### config.mk
export PLATFORM = sky130hd
export DESIGN_NAME = estimulo_comparador
export DESIGN_NICKNAME = d
export VERILOG_FILES = /design/src/rtl/comparador_pkg.sv /design/src/rtl/estimulo_comparador_contador_hold.sv /design/src/rtl/estimulo_comparador.sv
export SDC_FILE = /design/constraint.sdc
export NUM_CORES = 1
export LEC_CHECK = 0
export CORE_ASPECT_RATIO = 0.8
export CORE_MARGIN = 2
export CORE_UTILIZATION = 49
export CTS_CLUSTER_SIZE = 8
export DETAILED_ROUTE_END_ITERATION = 16
export GPL_ROUTABILITY_DRIVEN = 0
export HOLD_SLACK_MARGIN = 0.03
export PLACE_DENSITY = 0.77
export SYNTH_ARGS = -nofsm -noshare
export SYNTH_HDL_FRONTEND = slang
export SYNTH_SLANG_ARGS = --single-unit
### constraint.sdc
create_clock -name clk -period 2.1 [get_ports clk]
set_clock_uncertainty 0.05 [all_clocks]
set_input_delay 0.42 -clock clk [delete_from_list [all_inputs] [get_ports clk]]
set_output_delay 0.42 -clock clk [all_outputs]
set_load 0.05 [all_outputs]
### src/rtl/comparador_pkg.sv
// comparador_pkg: shared state type and sweep-size helpers for the comparator stimulus engine
package comparador_pkg;
  typedef enum logic [1:0] {IDLE, RUN, DONE} estado_t;
  function automatic int n_vec(input int w);
    return 1 << (2 * w);
  endfunction
  function automatic int idx_max(input int w);
    return n_vec(w) - 1;
  endfunction
endpackage

### src/rtl/estimulo_comparador_contador_hold.sv
// contador_hold: HOLD-cycle prescaler with synchronous clear and enable, ticking on its terminal count
module contador_hold #(
  parameter int HOLD = 1
) (
  input  logic clk,
  input  logic rst_n,
  input  logic clr,
  input  logic en,
  output logic tick
);
  localparam int CW = HOLD > 1 ? $clog2(HOLD) : 1;
  logic [CW-1:0] cnt;
  assign tick = en && cnt == CW'(HOLD - 1);
  always_ff @(posedge clk or negedge rst_n)
    if (!rst_n) cnt <= '0;
    else if (clr) cnt <= '0;
    else if (en) cnt <= tick ? '0 : cnt + 1'b1;
endmodule

### src/rtl/estimulo_comparador.sv
// estimulo_comparador: sweeps every {A,B} pair into an equality comparator and tallies wrong results
module estimulo_comparador
  import comparador_pkg::*;
#(
  parameter int W    = 2,
  parameter int HOLD = 1
) (
  input  logic           clk,
  input  logic           rst_n,
  input  logic           start,
  input  logic           x_in,
  output logic [W-1:0]   a_out,
  output logic [W-1:0]   b_out,
  output logic           busy,
  output logic           done,
  output logic           pass,
  output logic [2*W:0]   err_count,
  output logic           fail_valid,
  output logic [2*W-1:0] first_fail
);
  localparam logic [2*W-1:0] IMAX = (2*W)'(idx_max(W));
  estado_t state, state_nx;
  logic [2*W-1:0] idx;
  logic tick, go, last, miss;
  // idx is parked at 0 outside RUN, so the operand outputs are plain register taps
  assign {a_out, b_out} = idx;
  assign go   = start && state != RUN;
  assign last = idx == IMAX;
  assign miss = x_in != (a_out == b_out);
  contador_hold #(.HOLD(HOLD)) u_hold (
    .clk  (clk),
    .rst_n(rst_n),
    .clr  (go),
    .en   (state == RUN),
    .tick (tick)
  );
  always_comb
    state_nx = go ? RUN : (tick && last) ? DONE : state;
  always_ff @(posedge clk or negedge rst_n)
    if (!rst_n) begin
      state <= IDLE;
      busy  <= 1'b0;
      done  <= 1'b0;
    end else begin
      state <= state_nx;
      busy  <= state_nx == RUN;
      done  <= state_nx == DONE;
    end
  always_ff @(posedge clk or negedge rst_n)
    if (!rst_n) begin
      idx        <= '0;
      err_count  <= '0;
      fail_valid <= 1'b0;
      first_fail <= '0;
      pass       <= 1'b0;
    end else if (go) begin
      idx        <= '0;
      err_count  <= '0;
      fail_valid <= 1'b0;
      first_fail <= '0;
      pass       <= 1'b0;
    end else if (tick) begin
      idx <= last ? '0 : idx + 1'b1;
      if (miss) begin
        err_count <= err_count + 1'b1;
        if (!fail_valid) begin
          fail_valid <= 1'b1;
          first_fail <= idx;
        end
      end
      // the final sample's own mismatch must count toward the verdict
      if (last) pass <= !miss && err_count == '0;
    end
endmodule
==> results of run 1 <==
metal layers:
metal	GRT usage (%)	part of all wire (%)	routed length (um)	vias to the layer above
met5	0	0	0	-
met4	8.21	0.92	19	0
met3	7.24	6.2	128	2
met2	32.0	46	950	27
met1	27.7	47	958	402
li1	-	-	-	387
through the flow:
| step | util, % | setup WS, ns | area (sq um) |
|---|---|---|---|
| floorplan | - | 0.0694 | 978 |
| global placement | 65.5 | 0.0832 | 1230 |
| detailed placement | 65.5 | 0.0543 | 1230 |
| CTS | 67.4 | 0.0164 | 1260 |
| global route | 67.8 | 0.0170 | 1270 |
| finish | 67.8 | 0.0779 | 1270 |
synthesized netlist by cell type, drive strengths merged, types with 2 or more instances:
master,instances
ha,3
dfrtp,20
nor2,3
xor2,2
o21ai,7
nand2,19
nand3,4
o21a,2
inv,6
a21oi,5
mux2i,8
final timing paths:
check	start	end	slack (ns)	cells past startpoint
min	rst_n	busy	0.39	2
max	err_count[3]	err_count[3]	0.08	1
max in group asynchronous	rst_n	idx[0]	1.41	2
min in group clk	err_count[4]	err_count[4]	0.47	1
max reg2reg	u_hold.cnt	err_count[1]	0.09	4
min reg2reg	err_count[4]	err_count[4]	0.47	1
layout make-up:
class                           instances  area (sq um)  share of cell area, %
Clock buffer                            4          36.3                   2.85
Inverter                                6          22.5                   1.77
Multi-Input combinational cell         69           452                   35.5
Sequential cell                        20           500                   39.4
Tap cell                               24          30.0                   2.36
Timing Repair Buffer                   24           230                   18.1
what timing repair did:
| action | 4_1_cts | 5_1_grt |
|---|---|---|
| resized for setup | 0 | 3 |
| buffers inserted | 0 | 0 |
| setup endpoints to repair | 0 | 3 |
registers in the layout, indices dropped and copies added, names as in the netlist:
| register | cells |
|---|---|
| pass | 1 |
| err_count | 5 |
| u_hold.cnt | 1 |
| done | 1 |
| fail_valid | 1 |
| busy | 1 |
| state | 2 |
| first_fail | 4 |
| idx | 4 |
kinds of logic (layout without fill, tap and decap cells):
logic type      count (synthesis)  after routing
xor+xnor                        2              2
simple gates                   35             35
flops                          20             20
fa+ha+maj                       3              3
mux                             9              9
compound gates                 20             20
buf+inv                         7             34
==> reports/metrics.cfg, run 1 <==
[logic_synthesis]
synth_seq_area_share_pct = 51.2
synth_warnings = 0
synth_top_area_cell = dfrtp_1
synthTopCellsByArea = dfrtp_1 (51%), mux2i_1 (8.2%), nand2_1 (6.9%)
syn_area_sq_um = 978
yosysTopAreaCellShare_pct = 51.2
synthFlopType = dfrtp_1
yosys.area_share.simple_pct = 18.3
synth-xor-area-share_pct = 1.79
synth_compound_area_share_pct = 12.9
synth_top_family_by_area = simple AND/OR/NAND/NOR gates
async_flop_share_pct = 100
synth_fp_nets = 103
ys_ff_latch = 20
yosysUniqueCellTypes = 29
synthAdderAreaFrac_pct = 3.84
synth_edf_count = 0
syn_area_per_cell_sq_um = 10.2
synthMuxAreaShare_pct = 9.34
syn_inst = 96

[global_route]
grt_overflow = 0
antenna_found_initial = 0
grt_max_degree = 21
grt_pass1_wl_um = 3480
grt_usage_pct = 21.1
grt_pass1_vias = 778

[place]
numPortBuffers = 20
place_inst = 143
hpwl_um = 1440

[routing]
ant_nets = 0
dr.pass1.iters = 4
wl_per_cell_um = 14.0
post-route-drc-count = 0
routed_wl_um = 2060
drt_iter0_drc = 16
vias = 818
via_per_inst = 5.56

[worst_setup_path]
crit_required_ns = 1.63
critPathSlowestCell = clkdlybuf4s50_1
crit_path_end_kind = output port
slowest_delay_ns = 0.82
worst-path-buf-inv = 1
cp.arrival_ns = 1.55
crit_path_cell_trace = clkdlybuf4s50_1
start_kind = flip-flop
crit_family = buffers and inverters
critical_path_class = reg -> out
crit_fanout = 5

[cts]
cts_tree = done
numClockSinks = 20
clkTransAtPathRegs_ns = 0.11
cts-root-buf = clkbuf_4
numCtsBuffers = 3
htree_levels = 1
clock_latency_ns = 0.30
ctsHoldBuffers = 0
cts_max_path_buffers = 2

[sta]
max_slew_margin_pct = 64.0
hold_ws_ns = 0.386
finalCritPeriodShare_pct = 96.3
min_period_ns = 2.02
rsz0062_at_grt = false
worst_pin_slew_ns = 0.539
finalSetupViolCount = 0
max_freq_mhz = 495
tns_ns = 0
slew_violations = 0
finalHoldViolations = 0

[finish]
nFillCells = 150
antenna_cells = 0
final_cells = 147
syn2layout_area_growth_pct = 29.9
finalNetCount = 131
final_layout_size_suffix_gt1_share_pct = 12.2
final_cell_mix = dfrtp_1 (20), nand2_1 (18), clkdlybuf4s50_1 (14)
final_common_cell = dfrtp_1

[die]
rows = 14
die_h_um = 44.0
core_area_sq_mm = 0.00187
start_util_pct = 52.2
boundaryPins = 21
dieArea_sq_mm = 0.00237
die_x_um = 54.0

[flow_run]
max-cap-violations = 0

[status]
status = complete, no violations

[worst_hold_path]
hp-class = in -> async

Power of run 1 is left out: the tool's default activity adds up to more than one toggle a clock period on the data nets, which glitch-free logic cannot reach.
==> run 2, diff against run 1 <==
Settings changed: ABC_AREA from default to 1, CORE_UTILIZATION 49 to 50, PLACE_DENSITY 0.77 to 0.78, SLEW_MARGIN from default to 20, TNS_END_PERCENT from default to 10.
==> reports/metrics.cfg, run 2 <==
[logic_synthesis]
syn_area_sq_mm = 0.00104
synthFlopType = dfrtp_1
synth_fp_nets = 117
synth_edf_count = 0
yosysUniqueCellTypes = 25
synth_top_area_cell = dfrtp_1
yosysTopAreaCellShare_pct = 48.0
synth_warnings = 0
synth.most_common_cell = nand2_1
syn_area_per_cell_sq_um = 9.49
synth.cells.most_frequent = nand2_1 (24), dfrtp_1 (20), inv_1 (10), nor2_1 (6)
syn_inst = 110
synth_seq_area_share_pct = 48.0
synthTopCellsByArea = dfrtp_1 (48%), nand2_1 (8.6%), nand2_4 (4.3%)
async_flop_share_pct = 100
ys_ff_latch = 20

[global_route]
gr-usage-met2_pct = 32.6
grt_overflow = 0
grt_pass1_wl_um = 3510
grtUsageMet3_pct = 6.62
antenna_found_initial = 0
use_met1_pct = 25.6
grt_max_degree = 21
grt_usage_pct = 20.4
grt_pass1_vias = 793
grt-busiest-layer = met2

[power]
switching_share_pct = 52.8
p_clk_share_pct = 7.6
switching_power_mw = 1.20
p_int_mw = 1.07
comb_power_share_pct = 63.4
powerDensity_mw_per_mm2 = 1760
leakagePower_nw = 0.664
finalPower_mw = 2.27
p_seq_share_pct = 29.0
peakVddDrop_uv = 1030

[sta]
finalCritPeriodShare_pct = 97.8
max_freq_mhz = 487
slew_violations = 0
rsz0062_at_grt = false
min_period_ns = 2.05
max_slew_margin_pct = 55.9
finalSetupViolCount = 0
finalHoldViolations = 0
hold_ws_ns = 0.401
worst_pin_slew_ns = 0.662
tns_ns = 0
worst_slack_ns = 0.0464

[worst_setup_path]
crit_path_cell_trace = clkdlybuf4s50_1
critPathSlowestCell = clkdlybuf4s50_1
cp.arrival_ns = 1.58
crit_required_ns = 1.63
cp.depth = 1
crit_family = buffers and inverters
slowest_delay_ns = 0.84
start_kind = flip-flop
crit_path_end_kind = output port
critical_path_class = reg -> out
worst-path-buf-inv = 1
crit_fanout = 5
reg2regPathDepth = 4
reg2reg_slack_ns = 0.44

[die]
die_x_um = 55.1
die_h_um = 44.9
dieArea_sq_mm = 0.00247
boundaryPins = 21
start_util_pct = 54.2
core_area_sq_mm = 0.00193
rows = 14

[place]
post-place-ws_ns = 0.296
hpwl_um = 1540
place_inst = 153
numPortBuffers = 20
dpl-instance-area_sq_mm = 0.00126

[routing]
vias = 837
post-route-drc-count = 0
wl_per_cell_um = 12.8
via_per_inst = 5.37
dr.pass1.iters = 4
ant_nets = 0
routed_wl_um = 2000
drt_iter0_drc = 23

[finish]
syn2layout_area_growth_pct = 23.7
final_layout_size_suffix_gt1_share_pct = 15.9
antenna_cells = 0
finalNetCount = 141
largest_reg_flops = 5
postLayoutCoreUtil_pct = 67.0
top_regs = err_count (5), first_fail (4), idx (4)
finalInstanceArea_sq_mm = 0.00129
final_common_cell = nand2_1
largest_register = err_count
final_cells = 156
final_cell_mix = nand2_1 (24), dfrtp_1 (20), clkdlybuf4s50_1 (16)

[cts]
htree_levels = 1
cts_resized = 0
cts-root-buf = clkbuf_4
cts_setup_buffers = 0
clkTransAtPathRegs_ns = 0.10
numCtsBuffers = 3
cts_tree = done
cts_max_path_buffers = 2
numClockSinks = 20
ctsHoldBuffers = 0
clock_latency_ns = 0.30

[worst_hold_path]
hp-class = in -> async

[flow_run]
max-cap-violations = 0

[status]
status = complete, no violations

==> run 2: cell types whose count changed in the layout (fill, tap and decap cells not counted), sizes merged, moves of 4 or more <==
| cell | before | now |
|---|---|---|
| mux2i | 8 | 0 |
| nor2 | 3 | 7 |
| nand4 | 1 | 5 |
| nand2 | 19 | 30 |
| nand3 | 4 | 8 |
| a21oi | 5 | 0 |
| inv | 6 | 12 |
| buf | 7 | 1 |
| o21ai | 7 | 12 |
==> run 2: kinds of logic (layout without fill, tap and decap cells) <==
group | Yosys count | in the layout | share of synthesized area, %
XOR/XNOR | 4 | 4 | 3.36
buffers and inverters | 14 | 36 | 6.71
flip-flops | 20 | 20 | 48.0
AO/OA/AOI/OAI | 16 | 16 | 10.1
AND/OR/NAND/NOR | 53 | 53 | 28.3
adder cells (fa/ha/maj) | 3 | 3 | 3.60
==> run 2: path summary, 6_finish.rpt <==
| kind | start | to |
|---|---|---|
| hold reg to reg | first_fail[2] | first_fail[2] |
| hold / removal | rst_n | idx[2] |
| max in group asynchronous | rst_n | err_count[0] |
| min in group clk | first_fail[2] | first_fail[2] |
| setup reg to reg | state[1] | fail_valid |
| setup / recovery | idx[2] | a_out[0] |
==> run 2: power by group through the flow <==
stage	clock [mW]	sequential, mW	combinational [mW]
after CTS	0.181	0.661	1.45
after global routing	0.201	0.680	1.57
after detailed placement	0	0.668	1.45
after floorplan	0	1.09	0.641
final	0.172	0.659	1.44
after global placement	0	0.667	1.42
==> run 2: cell type report <==
cell class / instances / area (sq um)
sequential: 20 / 500
timing repair buffer: 21 / 218
clock buffer: 3 / 22.5
inverter: 12 / 47.5
fill: 160 / 636
tap: 24 / 30.0
multi-input combinational: 76 / 473
==> run 2: layer usage <==
metal	up-vias	wire, um
li1	417	-
met1	388	862
met2	26	977
met4	0	31
met3	6	125
met5	-	0
Power figures use the tool's default switching activity.
==> run 3, diff against run 2 <==
Settings changed: CORE_UTILIZATION 50 to 52, CTS_BUF_LIST from default to sky130_fd_sc_hd__clkbuf_2 sky130_fd_sc_hd__clkbuf_4 sky130_fd_sc_hd__clkbuf_8, PLACE_DENSITY 0.78 to 0.81.
==> reports/metrics.cfg, run 3 (synthesis gave the netlist of run 2 again) <==
[status]
status = complete, no violations

[worst_setup_path]
endpoint = fail_valid
slowest_delay_ns = 0.83
start_kind = flip-flop
r2r_start = state[1]
critical_path_class = reg -> out
startpoint = fail_valid
crit_path_end_kind = output port
crit_family = buffers and inverters
reg2regPathDepth = 4
worst-path-buf-inv = 1
crit_path_cell_trace = clkdlybuf4s50_1
cp.arrival_ns = 1.55
cp.depth = 1
critPathSlowestCell = clkdlybuf4s50_1
reg2reg_slack_ns = 0.45
crit_required_ns = 1.63
crit_fanout = 3
r2r-end = fail_valid

[finish]
antenna_cells = 0
final_layout_size_suffix_gt1_share_pct = 15.9
final_cells = 156
finalNetCount = 141
largest_register = err_count
final_common_cell = nand2_1
top_regs = err_count (5), first_fail (4), idx (4)
largest_reg_flops = 5
final_cell_mix = nand2_1 (24), dfrtp_1 (20), clkdlybuf4s50_1 (16)
postLayoutCoreUtil_pct = 68.3
syn2layout_area_growth_pct = 23.7

[sta]
finalSetupViolCount = 0
finalCritPeriodShare_pct = 96.4
rsz0062_at_grt = false
hold_ws_ns = 0.387
tns_ns = 0
slew_violations = 0
min_period_ns = 2.02
max_slew_margin_pct = 57.0
max_freq_mhz = 494
worst_pin_slew_ns = 0.645
finalHoldViolations = 0

[power]
peakVddDrop_uv = 993
powerDensity_mw_per_mm2 = 1760
finalPower_mw = 2.27
leakagePower_nw = 0.657

[flow_run]
max-cap-violations = 0

[place]
place_inst = 153
hpwl_um = 1510
numPortBuffers = 20

[cts]
clock_latency_ns = 0.30
numClockSinks = 20
cts-root-buf = clkbuf_4
cts_max_path_buffers = 2
numCtsBuffers = 3
cts_tree = done
htree_levels = 1
clkTransAtPathRegs_ns = 0.10

[routing]
dr.pass1.iters = 4
wl_per_cell_um = 12.6
drt_iter0_drc = 11
ant_nets = 0
vias = 814
routed_wl_um = 1970
via_per_inst = 5.22
post-route-drc-count = 0

[die]
core_area_sq_mm = 0.00189
die_x_um = 54.1
boundaryPins = 21
die_h_um = 44.1
dieArea_sq_mm = 0.00238
start_util_pct = 55.2
rows = 14

[global_route]
grt_usage_pct = 20.0
antenna_found_initial = 0
grt_pass1_vias = 748
grt_max_degree = 21
grt_pass1_wl_um = 3390
grt_overflow = 0

[worst_hold_path]
hp-class = in -> async

==> run 3: where the power goes <==
| group | switching [mW] | total [mW] | internal (mW) |
|---|---|---|---|
| combinational | 0.957 | 1.44 | 0.478 |
| sequential | 0.136 | 0.662 | 0.526 |
| clock | 0.110 | 0.177 | 0.0670 |
==> run 3: layout make-up <==
type                    instances  area [sq um]
flip-flops and latches         20           500
repair buffers                 21           218
clock buffers                   3          22.5
fillers                       149           601
well taps                      24          30.0
multi-input cells              76           473
inverters                      12          47.5
==> run 3: through the flow <==
step                cell area [sq um]  worst slack [ns]
floorplan                        1040             0.476
global placement                 1260             0.346
detailed placement               1260             0.306
CTS                              1280            0.0157
global route                     1290            0.0149
finish                           1290            0.0750
==> run 3: worst min-delay path by stage <==
stage	slack [ns]	depth (start not counted)	end	start
6_report	0.39	2	idx[2]	rst_n
5_1_grt	0.43	2	idx[3]	rst_n
4_1_cts	0.39	2	idx[1]	rst_n
3_5_place_dp	0.41	2	first_fail[0]	first_fail[0]
3_3_place_gp	0.40	2	first_fail[1]	first_fail[1]
2_1_floorplan	0.07	0	busy	rst_n
==> run 3: what timing repair did <==
action | CTS | global route
hold buffers | 0 | 0
gates resized for setup | 0 | 4
endpoints found under the setup margin | 0 | 4
endpoints found under the hold margin | 0 | 0
buffers inserted | 0 | 0
==> run 3: metal layers <==
metal	vias to the layer above	global-route usage [%]	share of wire [%]
li1	408	-	-
met1	380	28.9	48
met2	19	27.8	45
met3	7	6.08	4.3
met4	0	9.00	2.3
met5	-	0	0
